--- config.mk ---
export PLATFORM = sky130hd
export DESIGN_NAME = ped_request_ctrl
export DESIGN_NICKNAME = d
export VERILOG_FILES = /design/src/rtl/ped_request_ctrl.sv
export SDC_FILE = /design/constraint.sdc
export NUM_CORES = 1
export LEC_CHECK = 0
export CAP_MARGIN = 5
export CORE_MARGIN = 2
export CORE_UTILIZATION = 35
export CTS_CLUSTER_DIAMETER = 150
export DETAILED_ROUTE_END_ITERATION = 7
export SETUP_SLACK_MARGIN = 0.2
export SYNTH_ARGS = -nofsm -noshare
export SYNTH_HDL_FRONTEND = slang
export SYNTH_SLANG_ARGS = --single-unit
--- constraint.sdc ---
create_clock -name clk -period 1.8 [get_ports clk]
set_input_delay 0.36 -clock clk [delete_from_list [all_inputs] [get_ports clk]]
set_output_delay 0.36 -clock clk [all_outputs]
set_load 0.02 [all_outputs]
--- src/rtl/ped_request_ctrl.sv ---
// ped_request_ctrl: pedestrian-crossing request front end for traffic_light.
// Synchronises and debounces the active-low button, latches a crossing
// request until acknowledged, then enforces a cooldown before re-arming.
// Optional build macro PED_REQ_COUNT_EN adds a saturating 8-bit count of
// accepted requests on output req_count.
//
// state    | meaning
// ---------+-----------------------------------------------------------
// IDLE     | no request outstanding, waiting for a debounced press
// PENDING  | ped_req held high until traffic_light pulses ped_ack
// COOLDOWN | presses ignored while ccnt runs 0..COOLDOWN_CYCLES-1

module ped_request_ctrl #(
    parameter int DEBOUNCE_CYCLES = 270000,
    parameter int COOLDOWN_CYCLES = 27000000,
    localparam int MAX_CYC = (DEBOUNCE_CYCLES > COOLDOWN_CYCLES) ? DEBOUNCE_CYCLES : COOLDOWN_CYCLES,
    localparam int CNT_W   = $clog2(MAX_CYC) + 1
) (
    input  logic       clk,
    input  logic       rst_n,
    input  logic       btn_n,
    input  logic       ped_ack,
    output logic       ped_req,
    output logic       press_pulse,
    output logic       cooldown,
    output logic       req_led
`ifdef PED_REQ_COUNT_EN
    ,
    output logic [7:0] req_count
`endif
);

    typedef enum logic [1:0] {
        IDLE     = 2'd0,
        PENDING  = 2'd1,
        COOLDOWN = 2'd2
    } state_t;

    localparam logic [CNT_W-1:0] DB_LAST = CNT_W'(DEBOUNCE_CYCLES - 1);
    // With no cooldown the COOLDOWN state is never entered, so CD_LAST falls back to 0.
    localparam logic [CNT_W-1:0] CD_LAST = CNT_W'((COOLDOWN_CYCLES > 0) ? (COOLDOWN_CYCLES - 1) : 0);

    logic             s1, s2;
    logic             btn_db, btn_db_d;
    logic [CNT_W-1:0] dcnt;
    logic [CNT_W-1:0] ccnt, ccnt_nxt;
    state_t           state, state_nxt;

    // Two-flop synchroniser followed by a level debouncer that needs
    // DEBOUNCE_CYCLES consecutive disagreeing samples before it follows s2.
    always_ff @(posedge clk) begin
        if (!rst_n) begin
            s1       <= 1'b0;
            s2       <= 1'b0;
            btn_db   <= 1'b0;
            btn_db_d <= 1'b0;
            dcnt     <= '0;
        end else begin
            s1       <= ~btn_n;
            s2       <= s1;
            btn_db_d <= btn_db;
            if (s2 == btn_db) begin
                dcnt <= '0;
            end else if (dcnt == DB_LAST) begin
                btn_db <= s2;
                dcnt   <= '0;
            end else begin
                dcnt <= dcnt + CNT_W'(1);
            end
        end
    end

    assign press_pulse = btn_db & ~btn_db_d;

    // State and cooldown counter registers.
    always_ff @(posedge clk) begin
        if (!rst_n) begin
            state <= IDLE;
            ccnt  <= '0;
        end else begin
            state <= state_nxt;
            ccnt  <= ccnt_nxt;
        end
    end

    // Next-state logic; ack takes priority over a coincident press in PENDING.
    always_comb begin
        state_nxt = state;
        ccnt_nxt  = ccnt;
        case (state)
            IDLE: begin
                if (press_pulse) state_nxt = PENDING;
            end
            PENDING: begin
                if (ped_ack) begin
                    state_nxt = (COOLDOWN_CYCLES == 0) ? IDLE : COOLDOWN;
                    ccnt_nxt  = '0;
                end
            end
            COOLDOWN: begin
                if (ccnt == CD_LAST) begin
                    state_nxt = press_pulse ? PENDING : IDLE;
                    ccnt_nxt  = '0;
                end else begin
                    ccnt_nxt = ccnt + CNT_W'(1);
                end
            end
            default: begin
                state_nxt = IDLE;
                ccnt_nxt  = '0;
            end
        endcase
    end

    assign ped_req  = (state == PENDING);
    assign req_led  = ped_req;
    assign cooldown = (state == COOLDOWN);

`ifdef PED_REQ_COUNT_EN
    logic enter_pend;
    assign enter_pend = (state != PENDING) && (state_nxt == PENDING);

    // Saturating count of accepted requests.
    always_ff @(posedge clk) begin
        if (!rst_n) begin
            req_count <= 8'd0;
        end else if (enter_pend && (req_count != 8'hFF)) begin
            req_count <= req_count + 8'd1;
        end
    end
`endif

endmodule

==> results by group <==
Place
  • Final GP Congestion: 0.839
  • IO buf count: 7
  • Post-DP HPWL: 4040 um

Setup path
  • Crit path kind: reg -> reg
  • Critical path, cell by cell: or4_4 > nor4_4 > buf_4 > a31oi_4 > o21ai_4 > buf_12 > nor2_1
  • CP Capture Type: flop
  • Worst R2R Setup Slack: -0.1 ns
  • Reg2reg path depth: 7
  • Crit path launch type: flop
  • CP top delay family: simple AND/OR/NAND/NOR gates
  • CP required: 2.03 ns
  • R2R Path End: ccnt[10]$_SDFFE_PN0P_
  • Crit-path max FO: 12
  • Sum of buffers and inverters on the critical path: 2
  • Slowest stage cell, crit path: or4_4
  • FF-to-FF Start: ccnt[22]$_SDFFE_PN0P_
  • Crit-path max cell delay: 0.54 ns
  • CP arrival: 2.13 ns

Finish
  • Layout area overhead: 47.1%
  • Storage element area: 0.00117 sq mm
  • Most common cell after layout, fill and taps aside: dfxtp_1
  • # diodes: 0
  • # fillers: 645
  • Most frequent cells in the layout: dfxtp_1 (52), buf_4 (47), nor2_1 (35)
  • Nets: 382
  • Layout cells sized above 1: 0.367
  • Core Util, Final: 0.537
  • Footprint of the multi-input gates: 0.00178 sq mm

GRT
  • Initial antenna violation count: 0
  • Largest net degree at the start of global routing: 13
  • Total grt overflow: 0
  • First-pass GRT wire length: 11000 um
  • Vias in the first global route: 2435
  • GRT Total Usage: 0.164

STA
  • Crit path time final: 1.90 ns
  • Fin crit share: 1.06
  • Max Slew Vio Count: 0
  • F_max: 527 MHz
  • Slew Limit Headroom: 0.747
  • Endpoints failing hold: 0
  • Final setup margin: -0.0992 ns
  • Setup Viol. Count Final: 23
  • RSZ-0062 raised after global routing: yes
  • Least-Margin Pin Slew: 0.379 ns
  • Final Skew: 0.0145 ns

Yosys
  • Post-Synthesis Net Count: 315
  • Synth top area share: 0.433
  • Mean area per synthesized cell: 8.67 sq um
  • Total number of yosys warnings: 0
  • Synthesized area: 0.00268 sq mm
  • Main synth FF type: dfxtp_1
  • Post-synthesis sequential area ratio: 0.433
  • Number of synthesized flops with an enable pin: 0
  • Main area contributors after synthesis: dfxtp_1 (43%), nor2_1 (9.0%), xor2_1 (8.5%)
  • Flops & latches, synth: 58
  • Cell count after synthesis: 309
  • Yosys cell types: 40
  • Area leader, netlist: dfxtp_1
  • Ys async rst share: 0

Die
  • Core footprint: 0.00733 sq mm
  • Initial core utilization: 0.365
  • Die area: 0.00837 sq mm
  • Die span in y: 91.5 um
  • Die Width: 91.5 um
  • Row count: 31
  • Top Ports: 8

Detailed routing
  • Routed WL per cell: 13.8 um
  • Remaining antenna violation count: 0
  • Final Routed Wirelength: 6620 um
  • First-pass DRT Iterations: 5
  • Via Count: 2450
  • DRC: 0
  • Vias per inst: 5.10
  • DR iter-0 viols: 198

Pwr
  • Power Density: 696 mW/mm^2
  • Peak supply drop: 0.456 mV
  • Final total power: 2740 uW
  • Pleak: 0.00133 uW

Clock network
  • CTS root buf: clkbuf_8
  • Clock latency on the worst-skew pair: 0.34 ns
  • CTS buffer count: 9
  • Clock slew at reported path FFs: 0.07 ns
  • CTS tree: done
  • H-tree levels: 3
  • Clock Sink Count: 58
  • Clock Tree Buf Depth: 2
  • Hold-fix buffers at CTS: 0

Min path
  • Start point of the worst hold path: s1$_SDFF_PN0_
  • Hold EP: s2$_SDFF_PN0_
  • Hold path cells: 1
  • Worst Hold Class: reg -> reg

Run status
  • Failing checks: negative setup slack
  • Status: complete, but fails checks

Run
  • Max Cap Viol: 0
[synthesized netlist by cell type (5+ instances only)]
cell type / n
a21oi_1: 5
a31oi_1: 6
and3_1: 5
buf_2: 5
dfxtp_1: 58
nand2_1: 20
nand3_1: 27
nand4_1: 19
nor2_1: 64
nor2b_1: 5
nor4_1: 6
xnor2_1: 16
xor2_1: 26
[metrics by stage]
stage          setup TNS, ns  cell area, sq um  hold slack (ns)  worst slack (ns)  cells
2_1_floorplan              0              2690            0.412           0.00513    309
3_3_place_gp           -1.48              3170            0.415           -0.0977    449
3_5_place_dp           -2.36              3170            0.423            -0.124    449
4_1_cts                -1.68              3720            0.442            -0.101    475
5_1_grt                -3.97              3940            0.455            -0.163    480
6_report               -1.64              3940            0.438           -0.0992    480
[worst max path at each step]
| stage | to | slack [ns] | start | cells after the start |
|---|---|---|---|---|
| after floorplan | ccnt[22]$_SDFFE_PN0P_ | 0.005 | ccnt[22]$_SDFFE_PN0P_ | 6 |
| after global routing | ccnt[10]$_SDFFE_PN0P_ | -0.16 | ccnt[22]$_SDFFE_PN0P_ | 7 |
| after global placement | ccnt[16]$_SDFFE_PN0P_ | -0.1 | ped_ack | 7 |
| after detailed placement | ccnt[25]$_SDFFE_PN0P_ | -0.12 | rst_n | 6 |
| after CTS | ccnt[10]$_SDFFE_PN0P_ | -0.10 | ccnt[22]$_SDFFE_PN0P_ | 7 |
| final | ccnt[10]$_SDFFE_PN0P_ | -0.1 | ccnt[22]$_SDFFE_PN0P_ | 7 |
[logic make-up (layout without fill, tap and decap cells)]
| logic type | Yosys count | after routing | share of synthesized area |
|---|---|---|---|
| AND/OR/NAND/NOR | 173 | 173 | 0.333 |
| flip-flops | 58 | 58 | 0.433 |
| XOR/XNOR | 42 | 42 | 0.137 |
| AO/OA/AOI/OAI | 20 | 20 | 0.0565 |
| buffers and inverters | 12 | 84 | 0.0233 |
| adder cells (fa/ha/maj) | 2 | 2 | 0.00934 |
| multiplexers | 2 | 2 | 0.00747 |
[flip-flops by register name (all words and copies together), names as in the netlist]
signal	cells
btn_db	1
btn_db_d	1
ccnt	26
dcnt	26
s1	1
s2	1
state	2
[area by class of cell]
type,instances,share of cell area
clock inverters,4,0.0187
repair buffers,64,0.156
clock buffers,12,0.0394
well taps,99,0.0314
multi-input cells,239,0.453
flip-flops and latches,58,0.298
inverters,4,0.00381
[timing repair]
action | 4_1_cts | 5_1_grt
pin swaps | 23 | 20
setup buffers | 7 | 5
resized for setup | 59 | 44
gates cloned | 3 | 0
endpoints found under the setup margin | 58 | 59
[metal layers]
metal,track usage,part of all wire
met5,0,0
met1,0.206,0.44
met2,0.262,0.49
met4,0.0846,0.020
met3,0.0398,0.050
[report_power, final]
group          internal (uW)  leakage (uW)  switching [uW]
Combinational           38.9      0.000741            37.4
Clock                    856      0.000117             524
Sequential              1280      0.000471            2.11
Total                   2180       0.00133             564
Power figures use the tool's default switching activity.
